## src/rtl/trap_sequencer.sv

```systemverilog
// Trap and URET sequencer: walks the user-mode CSR writes for a trap or URET one per cycle,
// then issues a single PC redirect. Outputs are decoded from state and captured registers.
module trap_sequencer #(
    parameter logic [6:0] NUM_USTATUS = 7'd0,
    parameter logic [6:0] NUM_UEPC    = 7'd65,
    parameter logic [6:0] NUM_UCAUSE  = 7'd66,
    parameter logic [6:0] NUM_UTVAL   = 7'd67
) (
    input  logic        iCLK,
    input  logic        iRST,
    input  logic        iExcReq,
    input  logic [31:0] iExcCause,
    input  logic [31:0] iExcPC,
    input  logic [31:0] iExcInstr,
    input  logic [2:0]  iIntReq,
    input  logic        iUret,
    input  logic [31:0] iUstatus,
    input  logic [31:0] iUie,
    input  logic [31:0] iUtvec,
    input  logic [31:0] iUepc,
    output logic        oCSRWrite,
    output logic [6:0]  oCSRNum,
    output logic [31:0] oCSRData,
    output logic        oPCLoad,
    output logic [31:0] oPCTarget,
    output logic        oBusy
);

    localparam logic [2:0] IDLE    = 3'd0;
    localparam logic [2:0] W_EPC   = 3'd1;
    localparam logic [2:0] W_CAUSE = 3'd2;
    localparam logic [2:0] W_TVAL  = 3'd3;
    localparam logic [2:0] W_STAT  = 3'd4;
    localparam logic [2:0] REDIR   = 3'd5;
    localparam logic [2:0] R_STAT  = 3'd6;
    localparam logic [2:0] R_REDIR = 3'd7;

    logic [2:0]  state_q, state_d;
    logic [31:0] epc_q, epc_d;
    logic [31:0] cause_q, cause_d;
    logic [31:0] tval_q, tval_d;
    logic [31:0] stat_q, stat_d;
    logic [31:0] target_q, target_d;

    logic        ext_take, sw_take, tmr_take, int_take;
    logic [4:0]  int_code;
    logic [31:0] trap_target, trap_stat, uret_stat;

    // Only uie bits 0/4/8 are defined enables.
    logic unused_uie;
    assign unused_uie = ^{iUie[31:9], iUie[7:5], iUie[3:1]};

    always_comb begin
        ext_take = iUstatus[0] & iIntReq[2] & iUie[8];
        sw_take  = iUstatus[0] & iIntReq[0] & iUie[0];
        tmr_take = iUstatus[0] & iIntReq[1] & iUie[4];
        int_take = ext_take | sw_take | tmr_take;
        if (ext_take) begin
            int_code = 5'd8;
        end else if (sw_take) begin
            int_code = 5'd0;
        end else begin
            int_code = 5'd4;
        end
        // Vectored mode offsets only interrupts, never synchronous exceptions.
        trap_target = {iUtvec[31:2], 2'b00};
        if (!iExcReq && int_take && iUtvec[1:0] == 2'b01) begin
            trap_target = trap_target + {25'd0, int_code, 2'b00};
        end
        trap_stat = {iUstatus[31:5], iUstatus[0], iUstatus[3:1], 1'b0};
        uret_stat = {iUstatus[31:5], 1'b1, iUstatus[3:1], iUstatus[4]};
    end

    always_comb begin
        state_d  = state_q;
        epc_d    = epc_q;
        cause_d  = cause_q;
        tval_d   = tval_q;
        stat_d   = stat_q;
        target_d = target_q;
        case (state_q)
            IDLE: begin
                if (iExcReq) begin
                    epc_d    = iExcPC;
                    cause_d  = iExcCause;
                    tval_d   = (iExcCause == 32'd2) ? iExcInstr : iExcPC;
                    stat_d   = trap_stat;
                    target_d = trap_target;
                    state_d  = W_EPC;
                end else if (int_take) begin
                    epc_d    = iExcPC;
                    cause_d  = {1'b1, 26'd0, int_code};
                    tval_d   = 32'd0;
                    stat_d   = trap_stat;
                    target_d = trap_target;
                    state_d  = W_EPC;
                end else if (iUret) begin
                    stat_d   = uret_stat;
                    target_d = iUepc;
                    state_d  = R_STAT;
                end
            end
            W_EPC:   state_d = W_CAUSE;
            W_CAUSE: state_d = W_TVAL;
            W_TVAL:  state_d = W_STAT;
            W_STAT:  state_d = REDIR;
            REDIR:   state_d = IDLE;
            R_STAT:  state_d = R_REDIR;
            R_REDIR: state_d = IDLE;
            default: state_d = IDLE;
        endcase
    end

    always_ff @(posedge iCLK or posedge iRST) begin
        if (iRST) begin
            state_q  <= IDLE;
            epc_q    <= 32'd0;
            cause_q  <= 32'd0;
            tval_q   <= 32'd0;
            stat_q   <= 32'd0;
            target_q <= 32'd0;
        end else begin
            state_q  <= state_d;
            epc_q    <= epc_d;
            cause_q  <= cause_d;
            tval_q   <= tval_d;
            stat_q   <= stat_d;
            target_q <= target_d;
        end
    end

    always_comb begin
        oCSRWrite = 1'b0;
        oCSRNum   = 7'd0;
        oCSRData  = 32'd0;
        oPCLoad   = 1'b0;
        oPCTarget = 32'd0;
        oBusy     = (state_q != IDLE);
        case (state_q)
            W_EPC: begin
                oCSRWrite = 1'b1;
                oCSRNum   = NUM_UEPC;
                oCSRData  = epc_q;
            end
            W_CAUSE: begin
                oCSRWrite = 1'b1;
                oCSRNum   = NUM_UCAUSE;
                oCSRData  = cause_q;
            end
            W_TVAL: begin
                oCSRWrite = 1'b1;
                oCSRNum   = NUM_UTVAL;
                oCSRData  = tval_q;
            end
            W_STAT, R_STAT: begin
                oCSRWrite = 1'b1;
                oCSRNum   = NUM_USTATUS;
                oCSRData  = stat_q;
            end
            REDIR, R_REDIR: begin
                oPCLoad   = 1'b1;
                oPCTarget = target_q;
            end
            default: ;
        endcase
    end

endmodule

```

## config.mk

```make
export PLATFORM = sky130hd
export DESIGN_NAME = trap_sequencer
export DESIGN_NICKNAME = d
export VERILOG_FILES = /design/src/rtl/trap_sequencer.sv
export SDC_FILE = /design/constraint.sdc
export NUM_CORES = 1
export LEC_CHECK = 0
export BUFFER_PORTS_ARGS = -buffer_cell sky130_fd_sc_hd__buf_4
export CORE_MARGIN = 4
export CORE_UTILIZATION = 50
export DETAILED_ROUTE_END_ITERATION = 16
export PLACE_DENSITY = 0.92
export SETUP_SLACK_MARGIN = 0.1
export SKIP_CTS_REPAIR_TIMING = 1
export SLEW_MARGIN = 0
export SYNTH_ARGS = -nofsm -noshare
export SYNTH_HDL_FRONTEND = slang
export SYNTH_SLANG_ARGS = --single-unit
```

## constraint.sdc

```tcl
create_clock -name iCLK -period 5.9 [get_ports iCLK]
set_input_delay 0.59 -clock iCLK [delete_from_list [all_inputs] [get_ports iCLK]]
set_output_delay 0.59 -clock iCLK [all_outputs]
set_load 0.01 [all_outputs]
```

==> results.md, run 1 <==
* Status: finished clean
* Synth top area share at between 40% and 50%
* Syn_area_per_cell at between 9 and 10 um2
* Final setup viols at 0
* R2R Path Start: state_q[2]
* Finished Core Util at between 60% and 70%
* Starting Density at between 50 and 60%
* Slew Limit Fails at 0
* Synth top area cells: dfrtp_1 (48%), nand2_1 (12%), a22oi_1 (6.9%), mux2i_1 (4.5%), a22o_1 (3.5%)
* Simple-gate share of the synthesized area at between 20 and 25%
* Mapped Cells at 921
* Setup TNS at 0 ns
* R2R Setup Slk at 2.86 ns
* Max Fclk at between 200 and 300 MHz
* Hold crit path type: in2reg
* Post-route ant nets at 0
* Largest family of logic cells by synthesized area: simple AND/OR/NAND/NOR gates
* Vias per inst at 5.995
* Initial antenna violation count at 1
* Largest net degree at the start of global routing at around 110
* Post-Synth XOR/XNOR Area at between 1.5 and 2%
* Fillcell total at ~1200
* Post-synthesis sequential area ratio at 48.39%
* First-pass GRT wire length at 42620 um
* Worst vdd ir at roughly 0.47 mV
* Synth Area in Compound Gates at around 17%
* Grt met1 use at 37.62%
* Met3 usage at 6.903%
* Hold Violations, Final at 0
* Top_reg_cell synth: dfrtp_1
* Chip width at roughly 140 um
* Placer congestion estimate at 0.8693
* Hold endpoint: stat_q[13]
* H-Tree Depth at 4
* Data required time of the worst path at roughly 5.3 ns
* Critical Path End Type: output pin
* CTS Sinks at 163
* Number of synthesized flops with an enable pin at 0
* Final min period at ~3.6 ns
* Multi-input logic area at between 4000 and 5000 um2
* Register area at slightly above 4000 um2
* Max-slew headroom at 19.18%
* Die area at between 15000 and 20000 um2
* Clk Latency, worst-skew pair at ~0.43 ns
* Clock-pin slew on the worst setup and hold paths at 0.07 ns
* Pleak at 0.005555 uW
* Post-place setup slack at 2.535 ns
* Drt total wl at 27780 um
* WP data arrival at just under 3 ns
* DR pass1 iterations at 5
* Hold Path Cell Cnt at 3
* R2R depth at 7
* Min setup slack post-route at ~2.3 ns
* Worst R2R End: target_q[20]
* Wire length per cell at around 20 um
* GR Util met2 at a little under half
* Worst Max-Slew Pin Slew at roughly 1.2 ns
* CTS tree: yes
* CTS Buffer Depth at 2
* DP HPWL at ~19000 um
* Core ar. at 16520 um2
* Num ports at about 300
* #FFs+latches synth at ~160
* Drc violations at 0
* Syn-to-layout area delta at 32.03%
* Layout cells sized above 1 at a little under 30%
* Hold wc startpoint: iUstatus[13]
* Crit path max fanout at 39
* Async SR Flop Fraction at 100.0%
* Initial DRC count at 639
* Synth area leader: dfrtp_1
* RSZ-0062 raised after global routing: false
* Port buffer count at 271
* Gr usage total at between 20% and 30%
* Pwr dens at around 480 nW/um2
* Die height at 137.8 um
* Diode count at 0
* Crit Path Class: reg2out
* Synth warn at 0
* Tcrit/Tclk final at between 60% and 70%
* Nets at about 1400
* GRT overflow at 0
* Synthesized area at 8429 um2
* Nature of the critical path startpoint: register
* Number of placement rows at 47
* Vias in the first global route at around 8400
* Post-Synth Adder-Cell Area at 0.5344%
* Multiplexer share of the synthesized area at 4.512%
* GR peak layer: met2
* CTS Buf Count at 17
* Synth unique cells at 59
* Root cell of the clock tree: clkbuf_16
* Vias at 8321
* Clock skew at approximately 0.012 ns
* Max cap viols at 0
==> metal layers <==
layer | vias to the layer above | wire length [um]
met4 | 2 | 1214
met3 | 101 | 2461
met1 | 4012 | 10880
met2 | 481 | 13220
met5 | - | 7
li1 | 3725 | -
==> kinds of logic (layout without fill, tap and decap cells) <==
family,Yosys count,count (layout)
and+or+nand+nor,411,411
AOI/OAI and AO/OA,207,207
DFF,163,163
buffers and inverters,81,325
muxes,38,38
xor gates and xnor gates,17,17
adders and majority gates,3,3
other,1,4
==> critical path, stage by stage, from the launching register on <==
cell and delay (ns):
dfrtp_1 1.08, nor2b_4 0.97, a22oi_1 0.20, nand2_1 0.15, buf_4 0.13
==> synth_stat cells, types with 3 or more instances <==
cell / n
and2_1: 6
o211ai_1: 3
o21ai_1: 14
a31oi_1: 4
xor2_1: 14
inv_1: 9
nand2b_1: 5
nor2_1: 18
nor4_1: 10
buf_4: 17
or3_1: 6
nand2_1: 274
mux2i_1: 38
a21oi_1: 12
a31o_2: 4
nor3_1: 5
o31ai_1: 3
clkbuf_1: 38
nor2_2: 3
dfrtp_1: 163
a22oi_1: 77
xnor2_1: 3
nand4_1: 14
buf_2: 17
and3_1: 37
a22o_1: 34
o21ai_0: 39
nand3_1: 12
==> final cells by class <==
| type | instances | area share (%) |
|---|---|---|
| Clock buffer | 19 | 3.980 |
| Clock inverter | 12 | 1.304 |
| Inverter | 9 | 0.3485 |
| Multi-Input combinational cell | 680 | 36.02 |
| Sequential cell | 163 | 36.65 |
| Tap cell | 220 | 2.473 |
| Timing Repair Buffer | 285 | 19.22 |
==> where the power goes <==
| part | leakage, uW | internal (uW) | switching (uW) |
|---|---|---|---|
| clock | 0.000287 | 642 | 474 |
| sequential | 0.00202 | 1650 | 326 |
| combinational | 0.00325 | 945 | 1270 |
| total | 0.00556 | 3240 | 2070 |
==> sequential cells by signal (all words and copies together), names as in the netlist <==
register	cells
state_q	3
target_q	32
epc_q	32
tval_q	32
stat_q	32
cause_q	32
==> worst max-delay path by stage <==
stage / slack (ns) / start / depth (start not counted) / endpoint
4_1_cts: 2.36 / state_q[2] / 4 / oCSRData[23]
5_1_grt: 2.07 / state_q[2] / 4 / oCSRData[23]
6_report: 2.34 / state_q[2] / 4 / oCSRData[23]
3_5_place_dp: 2.53 / iUie[8] / 11 / target_q[28]
2_1_floorplan: 0.91 / iRST / 1 / cause_q[0]
3_3_place_gp: 2.63 / iUie[8] / 11 / target_q[28]
==> layout by cell type (no fill, tap or decap), drive strengths merged, types with 5 or more instances in the layout <==
cell / n
o21ai: 55
xor2: 14
buf: 285
clkbuf: 19
nor4: 13
nor2: 21
a21oi: 12
and3: 37
nand2: 276
inv: 14
nor3: 7
a22o: 34
nand3: 13
nand4: 14
dfrtp: 163
or3: 6
and2: 7
nand2b: 5
a22oi: 77
mux2i: 38
==> per-stage QoR <==
step	area [um2]	hold slack [ns]	std cells	total power, uW
after detailed placement	10540	0.4628	1357	4182
after floorplan	8441	0.4403	924	3252
after CTS	11130	0.3344	1388	5312
final	11130	0.3479	1388	5311
after global placement	10540	0.4538	1357	4075
after global routing	11130	0.3429	1388	5638
No activity file was read; power rests on OpenSTA's default activity.
==> run 2: changes to the inputs <==
--- a/config.mk
+++ b/config.mk
@@ -5,11 +5,12 @@
 export SDC_FILE = /design/constraint.sdc
 export NUM_CORES = 1
 export LEC_CHECK = 0
+export ABC_AREA = 1
 export BUFFER_PORTS_ARGS = -buffer_cell sky130_fd_sc_hd__buf_4
 export CORE_MARGIN = 4
 export CORE_UTILIZATION = 50
 export DETAILED_ROUTE_END_ITERATION = 16
-export PLACE_DENSITY = 0.92
+export PLACE_DENSITY = 0.91
 export SETUP_SLACK_MARGIN = 0.1
 export SKIP_CTS_REPAIR_TIMING = 1
 export SLEW_MARGIN = 0
==> constraint.sdc (replaced) <==
create_clock -name iCLK -period 3.35 [get_ports iCLK]
set_input_delay 0.335 -clock iCLK [delete_from_list [all_inputs] [get_ports iCLK]]
set_output_delay 0.335 -clock iCLK [all_outputs]
set_load 0.01 [all_outputs]
==> results.md, run 2 <==
* Core ar. at 18090 um2 (+9.4%)
* Commonest cells after routing, fill and taps aside: nand2_1 (315), buf_4 (286), nand3_1 (210)
* Top delay family on crit path: buffers and inverters
* Number of synthesized flops with an enable pin at 0 (unchanged)
* Synth cell count leaders: nand2_1 (315), nand3_1 (210), inv_1 (176)
* Wire length per cell at 17.40 um (-13%)
* Most common cell after layout, fill and taps aside: nand2_1
* Fillcell total at 1528 (+23%)
* Hold crit path type: in2reg
* Clock-pin slew on the worst setup and hold paths at 0.07 ns (about the same)
* Syn-to-layout area delta at 29.05%
* Synth top area share at 43.96% (-4.4 points)
* H-Tree Depth at 4 (unchanged)
* Diode count at 0 (unchanged)
* Synthesized area at 9279 um2 (+10%)
* CTS tree: yes
* Drt total wl at 30470 um (+9.7%)
* Clock power share at 20.8% (-0.2 points)
* Largest family of logic cells by synthesized area: simple AND/OR/NAND/NOR gates
* Post-Synth XOR/XNOR Area at 0.3776% (-1.4 points)
* Slowest cell on crit path: buf_4
* Min setup slack post-route at 0.3153 ns (-2.023 ns)
* Crit Path Class: reg2out
* #FFs+latches synth at 163 (unchanged)
* Crit path max fanout at 36 (-7.7%)
* Setup TNS at 0 ns (unchanged)
* Starting Density at 51.30% (+0.29 points)
* Crit path cell chain: buf_4 -> clkinv_1 -> buf_4 -> nor2_2 -> buf_4 -> nand3_1 -> o2111ai_1 -> buf_4
* Mapped Cells at 1279 (+39%)
* Syn_area_per_cell at 7.255 um2 (-21%)
* Initial antenna violation count at 0 (-1)
* Synth top area cells: dfrtp_1 (44%), nand2_1 (13%), nand3_1 (11%), inv_1 (7.1%), nor2_1 (4.5%)
* Nets at 1743 (+25%)
* Max-slew headroom at 29.71% (+11 points)
* GRT overflow at 0 (unchanged)
* Worst R2R End: target_q[2]
* Nature of the critical path startpoint: register
* Slew Limit Fails at 0 (unchanged)
* Multi-input logic area at 4101 um2 (+2.3%)
* First-pass GRT wire length at 47110 um (+11%)
* Final setup viols at 0 (unchanged)
* Final min period at about 3.0 ns
* Most frequent cell after synthesis: nand2_1
* Most common cell on crit path: buf_4
* Sequential Power Share at 34.8% (-2.5 points)
* CTS Buffer Depth at 2 (unchanged)
* Port buffer count at 271 (unchanged)
* R2R Setup Slk at 1.07 ns (-1.79 ns)
* Layout cells sized above 1 at 22.67% (-6.5 points)
* Synth warn at 0 (unchanged)
* Drc violations at 0 (unchanged)
* CTS Sinks at 163 (unchanged)
* DR pass1 iterations at 5 (unchanged)
* Die area at 20800 um2 (+9.5%)
* Multiplexer share of the synthesized area at 0% (-4.5 points)
* Largest net degree at the start of global routing at 131 (+21%)
* Chip width at 144.2 um (+4.6%)
* Synth area leader: dfrtp_1
* Post-Synth Adder-Cell Area at 0.4854% (-0.049 points)
* WP data arrival at 2.70 ns (-0.27 ns)
* Worst vdd ir at 0.5389 mV (+14%)
* P_int at 5655 uW (+74%)
* Vias at 9743 (+17%)
* Crit path buffers/inverters at 5 (+4)
* RSZ-0062 raised after global routing: false
* Net switching power at 4055 uW (+96%)
* Simple-gate share of the synthesized area at 31.65% (+8.8 points)
* Hold Slack at 0.1158 ns (-0.2321 ns)
* CTS Buf Count at 17 (unchanged)
* Clock skew at 0.009660 ns (-0.002376 ns)
* Post-place setup slack at 0.6919 ns (-1.843 ns)
* R2R depth at 8 (+1)
* Net Sw Frac at 41.76% (+2.8 points)
* Critical Path End Type: output pin
* Tcrit/Tclk final at 90.59%
* Comb power frac at 44.3% (+2.6 points)
* Data required time of the worst path at 3.01 ns (-2.30 ns)
* Post-layout instance area at 11970 um2 (+7.6%)
* Die height at 144.2 um (+4.6%)
* DP HPWL at 22280 um (+17%)
* R2R Path Start: state_q[2]
* Top_reg_cell synth: dfrtp_1
* Pleak at 0.006346 uW (+14%)
* CP peak stage delay at 0.40 ns (-0.68 ns)
* Initial DRC count at 1057 (+65%)
* Max cap viols at 0 (unchanged)
* Max Fclk at roughly 330 MHz
* Synth unique cells at 39 (-34%)
* Num ports at 305 (unchanged)
* Hold Path Cell Cnt at 3 (unchanged)
* Number of placement rows at 49 (+4.3%)
* Synth Area in Compound Gates at 11.37% (-5.9 points)
* Post-DP Area at 11370 um2 (+7.8%)
* Crit. Startpoint: state_q[0]
* Placer congestion estimate at 0.9085 (+4.5%)
* Hold endpoint: stat_q[28]
* Hold Violations, Final at 0 (unchanged)
* Vias per inst at 5.564 (-7.2%)
* Pwr dens at 810.9 nW/um2 (+70%)
* Post-synthesis sequential area ratio at 43.96% (-4.4 points)
* Hold wc startpoint: iUstatus[28]
* Vias in the first global route at 9242 (+10%)
* Register area at 4079 um2 (unchanged)
* Worst Max-Slew Pin Slew at 1.052 ns (-0.1601 ns)
* Post-route ant nets at 0 (unchanged)
* Clk Latency, worst-skew pair at 0.43 ns (about the same)
* Status: finished clean
* Root cell of the clock tree: clkbuf_16
* Async SR Flop Fraction at 100.0% (unchanged)
* Gr usage total at 28.71% (-0.30 points)
[run 2: cell types whose count changed after synthesis, sizes merged, moves of 32 or more]
cell	before	now
nand2	276	318
mux2i	38	0
a22oi	77	2
nand3	13	212
o2111ai	0	32
and3	37	0
nor2	21	119
inv	9	181
[run 2: metal layers]
layer	GRT usage, %	part of all wire [%]	vias up	routed length, um
li1	-	-	4580	-
met2	48.02	48	567	14680
met4	9.180	2.6	0	786
met1	37.92	40	4527	12080
met5	0	0	-	0
met3	5.522	9.6	69	2921
[run 2: worst register-to-register path: stages, from the launching register on]
cell and delay, ns:
dfrtp_1 0.48, inv_1 0.13, nand2_2 0.17, inv_1 0.13, nand2_2 0.07, inv_2 0.46
buf_4 0.51, nor2_1 0.08, a31oi_1 0.17
[run 2: logic make-up after synthesis]
kind of cell | after synthesis
AO/OA/AOI/OAI | 169
XOR/XNOR | 4
other | 1
AND/OR/NAND/NOR | 675
adder cells (fa/ha/maj) | 3
flip-flops | 163
buffers and inverters | 264
[run 2: power by group through the flow]
| stage | registers [uW] | logic, uW | clock network, uW |
|---|---|---|---|
| 2_1_floorplan | 3230 | 2740 | 0 |
| 3_3_place_gp | 3340 | 4110 | 0 |
| 3_5_place_dp | 3380 | 4240 | 0 |
| 4_1_cts | 3360 | 4270 | 2030 |
| 5_1_grt | 3460 | 4720 | 2130 |
| 6_report | 3380 | 4300 | 2020 |
[run 2: worst max path at each step]
stage          cells after the start      endpoint  slack, ns
6_report                           8   oCSRData[4]       0.32
5_1_grt                            8   oCSRData[4]       0.22
4_1_cts                            8   oCSRData[4]       0.37
3_5_place_dp                      17  target_q[26]       0.69
3_3_place_gp                      17  target_q[26]       0.74
2_1_floorplan                      1    cause_q[0]       0.94
[run 2: through the flow]
| stage | total power (uW) | utilization, % | std cells |
|---|---|---|---|
| 4_1_cts | 9669 | 66.21 | 1751 |
| 5_1_grt | 10310 | 66.21 | 1751 |
| 2_1_floorplan | 5975 | - | 1282 |
| 3_5_place_dp | 7617 | 62.84 | 1719 |
| 6_report | 9710 | 66.21 | 1751 |
| 3_3_place_gp | 7458 | 62.84 | 1719 |
[run 2: area by class of cell]
class | instances | area share, %
repair buffers | 289 | 18.43
flip-flops and latches | 163 | 34.06
clock buffers | 18 | 3.668
clock inverters | 14 | 1.411
well taps | 229 | 2.393
multi-input cells | 855 | 34.25
inverters | 183 | 5.778
